File: src/rtl/mult_seq_if.sv
// rtl/mult_seq_if.sv - start/busy/done request bus for the iterative HI/LO multiplier
interface mult_seq_if #(
  parameter int WIDTH = 32
);
  logic             start;
  logic             signed_op;
  logic             acc;
  logic             flush;
  logic [WIDTH-1:0] a;
  logic [WIDTH-1:0] b;
  logic             busy;
  logic             done;
  logic [WIDTH-1:0] hi;
  logic [WIDTH-1:0] lo;

  modport master (
    output start, signed_op, acc, flush, a, b,
    input  busy, done, hi, lo
  );

  modport slave (
    input  start, signed_op, acc, flush, a, b,
    output busy, done, hi, lo
  );
endinterface

File: src/rtl/mult_seq.sv
// rtl/mult_seq.sv - WIDTH+1 cycle shift-add MULT/MULTU engine with registered HI/LO
// Define MULT_SEQ_MADD_EN to accumulate the product into HI/LO when acc is set.
module mult_seq #(
  parameter int WIDTH = 32
) (
  input  logic      clk,
  input  logic      rst_n,
  mult_seq_if.slave bus
);
  localparam int CW = $clog2(WIDTH + 1);

  typedef enum logic [1:0] {
    IDLE   = 2'd0,
    RUN    = 2'd1,
    FINISH = 2'd2
  } state_e;

  state_e           state_q;
  logic [CW-1:0]    cnt_q;
  logic [WIDTH-1:0] mcand_q;
  logic [WIDTH-1:0] pp_q;
  logic [WIDTH-1:0] mplier_q;
  logic [WIDTH-1:0] hi_q;
  logic [WIDTH-1:0] lo_q;
  logic             neg_q;
  logic             busy_q;
  logic             done_q;
`ifdef MULT_SEQ_MADD_EN
  logic             acc_q;
`endif

  logic [WIDTH-1:0]   abs_a_d;
  logic [WIDTH-1:0]   abs_b_d;
  logic [WIDTH:0]     sum_d;
  logic [2*WIDTH-1:0] prod_d;
  logic [2*WIDTH-1:0] result_d;

  // Magnitudes are W bits: the most negative operand maps to 2^(W-1) unchanged.
  always_comb begin
    abs_a_d = (bus.signed_op && bus.a[WIDTH-1]) ? -bus.a : bus.a;
    abs_b_d = (bus.signed_op && bus.b[WIDTH-1]) ? -bus.b : bus.b;
    sum_d   = {1'b0, pp_q} + (mplier_q[0] ? {1'b0, mcand_q} : '0);
    prod_d  = neg_q ? -{pp_q, mplier_q} : {pp_q, mplier_q};
`ifdef MULT_SEQ_MADD_EN
    result_d = acc_q ? ({hi_q, lo_q} + prod_d) : prod_d;
`else
    result_d = prod_d;
`endif
  end

  always_ff @(posedge clk or negedge rst_n) begin
    if (!rst_n) begin
      state_q  <= IDLE;
      cnt_q    <= '0;
      mcand_q  <= '0;
      pp_q     <= '0;
      mplier_q <= '0;
      hi_q     <= '0;
      lo_q     <= '0;
      neg_q    <= 1'b0;
      busy_q   <= 1'b0;
      done_q   <= 1'b0;
`ifdef MULT_SEQ_MADD_EN
      acc_q    <= 1'b0;
`endif
    end else begin
      done_q <= 1'b0;
      case (state_q)
        IDLE: begin
          if (bus.start && !bus.flush) begin
            mcand_q  <= abs_a_d;
            mplier_q <= abs_b_d;
            pp_q     <= '0;
            neg_q    <= bus.signed_op & (bus.a[WIDTH-1] ^ bus.b[WIDTH-1]);
            cnt_q    <= CW'(WIDTH);
`ifdef MULT_SEQ_MADD_EN
            acc_q    <= bus.acc;
`endif
            busy_q   <= 1'b1;
            state_q  <= RUN;
          end
        end
        RUN: begin
          if (bus.flush) begin
            busy_q  <= 1'b0;
            state_q <= IDLE;
          end else begin
            // The adder carry lands in the top bit of the partial product after the shift.
            pp_q     <= sum_d[WIDTH:1];
            mplier_q <= {sum_d[0], mplier_q[WIDTH-1:1]};
            cnt_q    <= cnt_q - CW'(1);
            if (cnt_q == CW'(1)) begin
              state_q <= FINISH;
            end
          end
        end
        FINISH: begin
          busy_q  <= 1'b0;
          state_q <= IDLE;
          if (!bus.flush) begin
            {hi_q, lo_q} <= result_d;
            done_q       <= 1'b1;
          end
        end
        default: begin
          busy_q  <= 1'b0;
          state_q <= IDLE;
        end
      endcase
    end
  end

  assign bus.busy = busy_q;
  assign bus.done = done_q;
  assign bus.hi   = hi_q;
  assign bus.lo   = lo_q;
endmodule

File: src/flat_wrapper.sv
// flat-port wrapper written by rule: the top's interface ports become plain ports
module mult_seq_flat 
#(
  parameter int WIDTH = 32
)
  (clk, rst_n, bus_start, bus_signed_op, bus_acc, bus_flush, bus_a, bus_b, bus_busy, bus_done, bus_hi, bus_lo);
  mult_seq_if #(.WIDTH(WIDTH)) bus_i ();
  input  logic clk;
  input  logic rst_n;
  input wire logic [$bits(bus_i.start)-1:0] bus_start;
  input wire logic [$bits(bus_i.signed_op)-1:0] bus_signed_op;
  input wire logic [$bits(bus_i.acc)-1:0] bus_acc;
  input wire logic [$bits(bus_i.flush)-1:0] bus_flush;
  input wire logic [$bits(bus_i.a)-1:0] bus_a;
  input wire logic [$bits(bus_i.b)-1:0] bus_b;
  output wire logic [$bits(bus_i.busy)-1:0] bus_busy;
  output wire logic [$bits(bus_i.done)-1:0] bus_done;
  output wire logic [$bits(bus_i.hi)-1:0] bus_hi;
  output wire logic [$bits(bus_i.lo)-1:0] bus_lo;
  assign bus_i.start = bus_start;
  assign bus_i.signed_op = bus_signed_op;
  assign bus_i.acc = bus_acc;
  assign bus_i.flush = bus_flush;
  assign bus_i.a = bus_a;
  assign bus_i.b = bus_b;
  assign bus_busy = bus_i.busy;
  assign bus_done = bus_i.done;
  assign bus_hi = bus_i.hi;
  assign bus_lo = bus_i.lo;
  mult_seq #(.WIDTH(WIDTH)) u_core (.clk(clk), .rst_n(rst_n), .bus(bus_i));
endmodule
File: config.mk
export PLATFORM = sky130hd
export DESIGN_NAME = mult_seq_flat
export DESIGN_NICKNAME = d
export VERILOG_FILES = /design/src/rtl/mult_seq_if.sv /design/src/rtl/mult_seq.sv /design/src/flat_wrapper.sv
export SDC_FILE = /design/constraint.sdc
export NUM_CORES = 1
export LEC_CHECK = 0
export ABC_AREA = 0
export CORE_AREA = 3 3 182 184
export CTS_BUF_LIST = sky130_fd_sc_hd__clkbuf_2
export DETAILED_ROUTE_END_ITERATION = 10
export DIE_AREA = 0 0 185 187
export PLACE_DENSITY = 0.59
export SYNTH_ARGS = -nofsm -noshare
export SYNTH_HDL_FRONTEND = slang
export SYNTH_SLANG_ARGS = --single-unit
File: constraint.sdc
create_clock -name clk -period 4.2 [get_ports clk]
set_clock_uncertainty 0.2 [all_clocks]
set_input_delay 0.42 -clock clk [delete_from_list [all_inputs] [get_ports clk]]
set_output_delay 0.42 -clock clk [all_outputs]
set_load 0.005 [all_outputs]
Word level (Yosys, flattened, before mapping)
Cells that the tools add are included.
{ "totals": {"reg_bits": 171, "output_inout_bits": 66, "word_cells": 58} }
{ "op_classes": {"addsub": 5, "eq_ne": 7, "mux": 22, "bitwise_logic": 3, "reduce_logical": 11} }
{ "op_table": {"columns": ["operator", "count"], "rows": [
  ["two-way mux 32 bit", 7],
  ["case mux 32 bit (2 select lines)", 2],
  ["two-way mux 64 bit", 1],
  ["negation 32 bit", 2],
  ["negation 64 bit", 1],
  ["adder 32 x 33 -> 33 bit", 1],
  ["two-way mux 6 bit", 2],
  ["case mux 6 bit (2 select lines)", 1],
  ["AND reduction 2 bit", 4],
  ["equality test 6 x 1 -> 1 bit, second input constant", 1],
  ["two-way mux 2 bit", 3],
  ["subtractor 6 x 1 -> 6 bit, second input constant", 1],
  ["two-way mux 1 bit", 4],
  ["inequality test 2 bit, second input constant", 2],
  ["case mux 2 bit (2 select lines)", 1],
  ["logical AND 1 bit", 3],
  ["inequality test 3 x 2 -> 1 bit, second input constant", 1],
  ["AND reduction 3 bit", 1],
  ["equality test 2 x 1 -> 1 bit, second input constant", 1],
  ["equality test 2 bit, second input constant", 1],
  ["zero test 2 bit", 1],
  ["inequality test 2 x 1 -> 1 bit, second input constant", 1],
  ["case mux 1 bit (2 select lines)", 1],
  ["nonzero test 2 bit", 1],
  ["4 further kinds", 4]
]} }

Longest topological paths before layout
Gate-level depths: netlist of run 1.
{ "logic_depth": {"word_depth": 4, "mapped_depth": 14, "mapped_depth_nobuf": 12} }

Worst setup path after synthesis of run 1
No wires, ideal clock.
{ "synth_path": {"kind": "register to register", "start": "register u_core.mplier_q[12]", "end": "register u_core.hi_q[26], in the netlist u_core.bus.hi[26]", "setup_ns": 0.131, "arrival_ns": 2.998, "t_required_ns": 3.869, "setup_slack_ns": 0.870, "path_stages_with_launch": 11, "period_less_slack_ns": 3.330, "path_cell_list": "dfrtp_1 > or4_4 > nor4_4 > nand4_2 > or4_4 > buf_6 > or3_1 > buf_6 > o41ai_4 > xor2_1 > o21ai_1"} }
{ "synth_between": {"elab_chain_cells": 2} }
{ "synth_rtl": {"columns": ["item", "line_no", "source"], "rows": [
  ["start, declared", "mult_seq.sv:22", "logic [WIDTH-1:0] mplier_q;"],
  ["start signal, assigned", "mult_seq.sv:72", "mplier_q <= abs_b_d;"],
  ["start signal, assigned", "mult_seq.sv:90", "mplier_q <= {sum_d[0], mplier_q[WIDTH-1:1]};"],
  ["negation 64 bit", "mult_seq.sv:43", "prod_d = neg_q ? -{pp_q, mplier_q} : {pp_q, mplier_q};"],
  ["two-way mux 64 bit", "mult_seq.sv:43", null],
  ["end signal, assigned", "mult_seq.sv:101", "{hi_q, lo_q} <= result_d;"],
  ["end, declared", "mult_seq.sv:23", "logic [WIDTH-1:0] hi_q;"]
]} }
No other way between the ends.
A chain may end at the register's enable or synchronous reset.

Worst setup path in the final report of run 1
{ "layout_path": {"start": "register u_core.mplier_q[0]", "end": "register u_core.pp_q[31]"} }
{ "layout_between": {"elab_chain_cells": 4} }
{ "layout_rtl": {"columns": ["item", "line_no", "source"], "rows": [
  ["two-way mux 32 bit", "mult_seq.sv:42", "sum_d = {1'b0, pp_q} + (mplier_q[0] ? {1'b0, mcand_q} : '0);"],
  ["adder 32 x 33 -> 33 bit", "mult_seq.sv:42", null],
  ["two-way mux 32 bit", "mult_seq.sv:84", "if (bus.flush) begin"],
  ["case mux 32 bit (2 select lines)", "mult_seq.sv:68", "case (state_q)"],
  ["end signal, assigned", "mult_seq.sv:89", "pp_q <= sum_d[WIDTH:1];"],
  ["end, declared", "mult_seq.sv:21", "logic [WIDTH-1:0] pp_q;"]
]} }
No other way between the ends. The select of a mux whose other input is x is not followed.

==> metrics.csv, run 1 <==
metric,value,unit
htree depth,4,
Gate Count Post-Synth,1295,
port bufs,134,
DR DRC count,0,
synth unique cells,67,
grt met3 use,2.35,%
Placeable Area,31600,um^2
Initial Util,34.8,%
final WL,30000,um
synthesized net count,1403,
post-synth top area cell,dfrtp_1,
fin nets,1503,
root buffer selected by CTS,clkbuf_2,
kind of critical path,reg2reg,
yosys warns,0,
Startpoint Class,register,
Area Overhead vs Synth,17.7,%
Worst-Skew Late Latency,0.78,ns
Worst path top cell family by delay,compound AO/OA/AOI/OAI gates,
syn_area_per_cell,8.49,um^2
Die Ht,187,um
clock slew at reported path FFs,0.26,ns
CP Cell Sequence,"buf_4, and2_1, ha_1, a21o_1, a31o_2, a221oi_1, nor2_1, o31a_1, o21ai_0, a21boi_0, o41a_1",
RSZ-0062 raised after global routing,no,
"Arr. time, crit path",4.29,ns
Post-synth EDFFs,0,
GRT overflow,0,
share of cells above drive strength 1,4.97,%
fin crit period,3.79,ns
Synth top area share,38.9,%
fin crit share,90.2,%
Max IR drop VDD,0.193,mV
initial antenna violation count,2,
total of max-cap violations,0,
final instance area,12900,um^2
most frequent cells in the layout,"nand2_1 (199), o21ai_0 (177), dfrtp_1 (170)",
Leak,5.40,nW
overall die area,34600,um^2
die width,185,um
Detailed Place HPWL,23000,um
placed cell areas,12700,um^2
post-place setup slack,0.485,ns
vias in the first global route,9093,
Synth Flop Type,dfrtp_1,
Post-synth ARST share,100,%
number of cell rows,65,
Critical Path Max Stage Delay,0.59,ns
Final Hold Vio Count,0,
antenna-violating nets left,0,
Post-CTS Setup Inserts,0,
CTS tree,yes,
worst setup margin,0.410,ns
Via density,5.20,
status,finished clean,
worst path bufs/invs,1,
fin. max-slew vios,0,
global-route wire length before repair,48600,um
Finish-stage setup viols,0,
achievable clock frequency,264,MHz
CP Max Fanout,14,
"commonest non-fill, non-tap cell in the layout",nand2_1,
clk sinks,171,
routability cong.,0.872,
top post-synthesis cells by area,"dfrtp_1 (39%), o21ai_0 (8.1%), xor2_1 (7.3%), nand2_1 (6.8%), ha_1 (4.2%)",
WHS,0.0821,ns
GRT Total Usage,17.3,%
post-synth design cell area,11000,um^2
#FFs+latches synth,171,
HP Class,in2async,
Slew HR,30.0,%
Power Density,411,nW/um^2
drt pass-1 iters,5,
Total Neg Setup Slack,0,ns
pin count of the biggest net entering global routing,110,
drt wl/cell,16.5,um
clock buffer depth,2,
routing usage on met1,26.3,%
io pins,136,
CTS buffer count,17,
sequential area share after synthesis,38.9,%
GRT busiest layer,met1,
actual slew at the worst max-slew pin,1.05,ns
WP data required,4.70,ns
DR iter-0 viols,636,
Worst path slowest cell,dfrtp_1,
Vias,9419,
CP Capture Type,register,
met2 global-route usage,25.9,%
Yosys cell counts, types with 6 or more instances:
cell      count
a21oi_1      73
a22oi_1      14
o21a_1        9
o41ai_1      18
nand3b_1      6
dfrtp_1     171
nor3_1       23
or4_1        17
ha_1         37
xor2_1       92
o21ai_0     177
or3_1        16
o21ai_1      14
a21o_1       18
clkbuf_1     67
nand4_1      11
nand3_1      18
inv_1        28
nand2_1     200
and2_1       37
nor2_1       65
o31ai_1      25
nor4_1       10
nand2b_1      8
xnor2_1      51
area by class of cell:
type	instances	area (um^2)
clock inverters	14	100
diodes	2	5.00
multi-input cells	1022	6330
repair buffers	155	1520
flip-flops and latches	171	4280
inverters	28	105
fillers	3212	18600
well taps	402	503
clock buffers	18	90.1
per-stage QoR:
stage	power (mW)	utilization (%)	cells
floorplan	3.75	-	1295
global placement	4.52	40.3	1775
detailed placement	4.55	40.3	1775
CTS	5.35	41.0	1810
global route	5.73	41.0	1812
finish	5.31	41.0	1812
layer usage:
layer | wire length (um) | vias up
met5 | 0 | -
met4 | 392 | 0
met3 | 1320 | 21
met2 | 13000 | 214
met1 | 15300 | 4384
li1 | - | 4800
path summary, 6_finish.rpt:
kind / from / endpoint / slack [ns] / cells past startpoint
max in group asynchronous: rst_n / u_core.bus.hi[25] / 2.72 / 3
min in group clk: bus_a[31] / u_core.mcand_q[31] / 0.09 / 3
hold reg to reg: u_core.mcand_q[23] / u_core.mcand_q[23] / 0.30 / 2
setup / recovery: u_core.mplier_q[0] / u_core.pp_q[31] / 0.41 / 11
hold / removal: rst_n / u_core.bus.hi[20] / 0.08 / 2
setup reg to reg: u_core.mplier_q[0] / u_core.pp_q[31] / 0.41 / 11
report_power, final:
group | total, mW | leakage (nW) | switching [mW] | internal, mW
sequential | 2.45 | 2.25 | 0.476 | 1.97
clock | 0.787 | 0.113 | 0.629 | 0.158
combinational | 2.08 | 3.03 | 1.14 | 0.944
kinds of logic after synthesis:
group | Yosys count | share of synthesized area [%]
AND/OR/NAND/NOR | 440 | 19.4
flip-flops | 171 | 38.9
buffers and inverters | 102 | 3.62
adder cells (fa/ha/maj) | 38 | 4.39
multiplexers | 2 | 0.182
XOR/XNOR | 143 | 11.4
AO/OA/AOI/OAI | 399 | 22.0
timing repair:
| item | 4_1_cts | 5_1_grt |
|---|---|---|
| hold buffers | 3 | 0 |
| gates resized for setup | 0 | 0 |
| endpoints found under the hold margin | 104 | 0 |
sequential cells by signal (all words and copies together), names as in the netlist:
name             cells
u_core.bus.busy      1
u_core.mcand_q      32
u_core.pp_q         32
u_core.state_q       2
u_core.bus.hi       32
u_core.bus.lo       32
u_core.neg_q         1
u_core.cnt_q         6
u_core.bus.done      1
u_core.mplier_q     32
No activity file was read; power rests on OpenSTA's default activity.
==> run 2, diff against run 1 <==
Settings changed: CTS_CLUSTER_DIAMETER set to 200.
==> results of run 2 <==
No change in the layout: final DEF, timing and power equal those of run 1.
==> run 3, diff against run 2 <==
Settings changed: ABC_AREA 0 to 1, CORE_AREA 3 3 182 184 to 3 3 198 200, DIE_AREA 0 0 185 187 to 0 0 201 203, PLACE_DENSITY 0.59 to 0.58.
==> run 3 against run 2 <==
Area after synthesis rose by 19%; first-iteration DRC count increased by 53%; final area is 20% higher; final cell count is 52% higher; via count rose by 45%; synthesized cell count rose by 62%; count of clock-buffer cells in the layout fell by 1; clock power is 16% higher; worst setup slack improved by 0.88 ns; die area rose by 18%.
==> metrics.csv, run 3 <==
metric,value,unit
status,finished clean,
logic gate share of total power,48.3,%
Total Neg Setup Slack,0,ns
Finish-stage setup viols,0,
Worst path slowest cell,dfrtp_1,
DR iter-0 viols,975,
Placeable Area,37600,um^2
Flop pwr share,38.1,%
share of cells above drive strength 1,3.33,%
P_int,3.38,mW
clk sinks,171,
drt wl/cell,15.7,um
GRT Total Usage,21.2,%
clock slew at reported path FFs,0.30,ns
CTS buffer count,17,
global-route wire length before repair,69300,um
post-synth design cell area,13100,um^2
most instantiated cells after synthesis,"nand2_1 (756), nor2_1 (258), inv_1 (248)",
number of cell rows,71,
initial antenna violation count,2,
WHS,0.0842,ns
RSZ-0062 raised after global routing,no,
antenna-violating nets left,0,
"most used cell, CP",nand2_1,
top post-synthesis cells by area,"dfrtp_1 (33%), nand2_1 (22%), nor2_1 (7.4%), inv_1 (7.1%), nand3_1 (6.6%)",
port bufs,134,
synthesized net count,2208,
Power Density,433,nW/um^2
Slew HR,48.5,%
yosys warns,0,
routability cong.,0.972,
Post-CTS Setup Inserts,0,
DR DRC count,0,
fin crit period,2.91,ns
actual slew at the worst max-slew pin,0.767,ns
htree depth,4,
clock share of power,13.6,%
CP Max Fanout,32,
Final Hold Vio Count,0,
Post-synth EDFFs,0,
die width,201,um
final instance area,15500,um^2
Synth Flop Type,dfrtp_1,
root buffer selected by CTS,clkbuf_2,
Detailed Place HPWL,34600,um
Leak,7.99,nW
Post-synth ARST share,100,%
CP Cell Sequence,"buf_4, nand2_1, inv_1, ha_1, inv_1, fa_1, inv_1, nand3_1, nand3_1, nand2_1, nand2_1, nand2_1, nand3_1, nand2_1, nand2_1, nand2_1, nand2_1",
"count leader, synth",nand2_1,
CP Capture Type,register,
Worst-Skew Late Latency,0.88,ns
Initial Util,34.8,%
#FFs+latches synth,171,
fin. max-slew vios,0,
Synth top area share,32.7,%
synth unique cells,48,
Sw Share,49.5,%
overall die area,40800,um^2
fin nets,2344,
WP data required,4.81,ns
Via density,4.93,
Area Overhead vs Synth,18.1,%
Tot Pwr,6.69,mW
pin count of the biggest net entering global routing,80,
kind of critical path,reg2reg,
Max IR drop VDD,0.193,mV
total of max-cap violations,0,
vias in the first global route,12884,
syn_area_per_cell,6.23,um^2
final WL,43300,um
post-synth top area cell,dfrtp_1,
Critical Path Max Stage Delay,0.45,ns
Die Ht,203,um
clock buffer depth,2,
Startpoint Class,register,
sequential area share after synthesis,32.7,%
achievable clock frequency,343,MHz
Gate Count Post-Synth,2100,
HP Class,in2reg,
Switch Pwr,3.31,mW
CTS tree,yes,
Vias,13627,
fin crit share,69.4,%
drt pass-1 iters,6,
GRT overflow,0,
"Arr. time, crit path",3.52,ns
io pins,136,
placed cell areas,14900,um^2
most frequent cells in the layout,"nand2_1 (756), nor2_1 (258), inv_1 (248)",
"commonest non-fill, non-tap cell in the layout",nand2_1,
run 3: changes by cell type in the layout (fill, tap and decap cells not counted), moves of 17 or more:
cell	before	now
xnor2_1	51	13
nor2_1	64	258
or4_1	17	0
o31ai_1	25	2
nand2_1	199	756
nand4_1	11	35
o41ai_1	18	0
o21ai_0	177	123
a21o_1	18	1
dlygate4sd3_1	3	24
inv_1	28	248
and2_1	37	5
nand3_1	18	173
xor2_1	92	40
run 3: power by group through the flow:
stage / clock [mW] / combinational, mW / sequential (mW)
finish: 0.911 / 3.23 / 2.55
global route: 1.02 / 3.68 / 2.60
CTS: 0.954 / 3.21 / 2.53
detailed placement: 0 / 3.17 / 2.56
global placement: 0 / 3.13 / 2.56
floorplan: 0 / 2.32 / 2.32
run 3: worst max-delay path, delay by kind of cell, from the launching register on:
| family | cells | cell delay [ns] |
|---|---|---|
| buffers and inverters | 4 | 0.60 |
| adder cells (fa/ha/maj) | 2 | 0.59 |
| AND/OR/NAND/NOR | 11 | 1.00 |
| flip-flops | 1 | 0.45 |
run 3: through the flow:
stage	setup slack, ns	instances	utilization (%)
floorplan	1.72	2100	-
global placement	1.03	2703	39.8
detailed placement	0.968	2703	39.8
CTS	1.29	2760	41.1
global route	1.04	2763	41.2
finish	1.29	2763	41.2
run 3: area by class of cell:
| cell class | count | area [um^2] |
|---|---|---|
| clock buffer | 17 | 85.1 |
| sequential | 171 | 4280 |
| timing repair buffer | 174 | 1750 |
| clock inverter | 15 | 159 |
| antenna | 3 | 7.51 |
| multi-input combinational | 1616 | 7580 |
| inverter | 256 | 966 |
| tap | 511 | 639 |
| fill | 4088 | 22100 |
run 3: worst paths after layout:
kind,slack [ns],endpoint,cells after the start,from
worst min-delay path,0.08,u_core.mcand_q[8],3,bus_a[8]
worst min register to register,0.31,u_core.bus.hi[28],2,u_core.bus.hi[28]
worst max register to register,1.29,u_core.pp_q[31],17,u_core.mplier_q[0]
max in group asynchronous,2.97,u_core.bus.hi[31],4,rst_n
worst max-delay path,1.29,u_core.pp_q[31],17,u_core.mplier_q[0]
min in group asynchronous,0.37,u_core.mplier_q[15],4,rst_n
run 3: kinds of logic after synthesis:
family | Yosys count | share of synthesized area (%)
DFF | 171 | 32.7
buffers and inverters | 313 | 9.41
AOI/OAI and AO/OA | 244 | 10.2
adders and majority gates | 38 | 3.69
xor gates and xnor gates | 53 | 3.55
and+or+nand+nor | 1281 | 40.5
run 3: layer usage:
layer | track usage [%] | routed length, um | up-vias
li1 | - | - | 6961
met2 | 31.8 | 18100 | 441
met5 | 0 | 0 | -
met4 | 6.50 | 1020 | 0
met1 | 31.4 | 21600 | 6161
met3 | 3.09 | 2600 | 64
run 3: repair_timing:
action / CTS / global route
resized for setup: 0 / 0
hold buffers: 25 / 0
hold endpoints to repair: 193 / 0
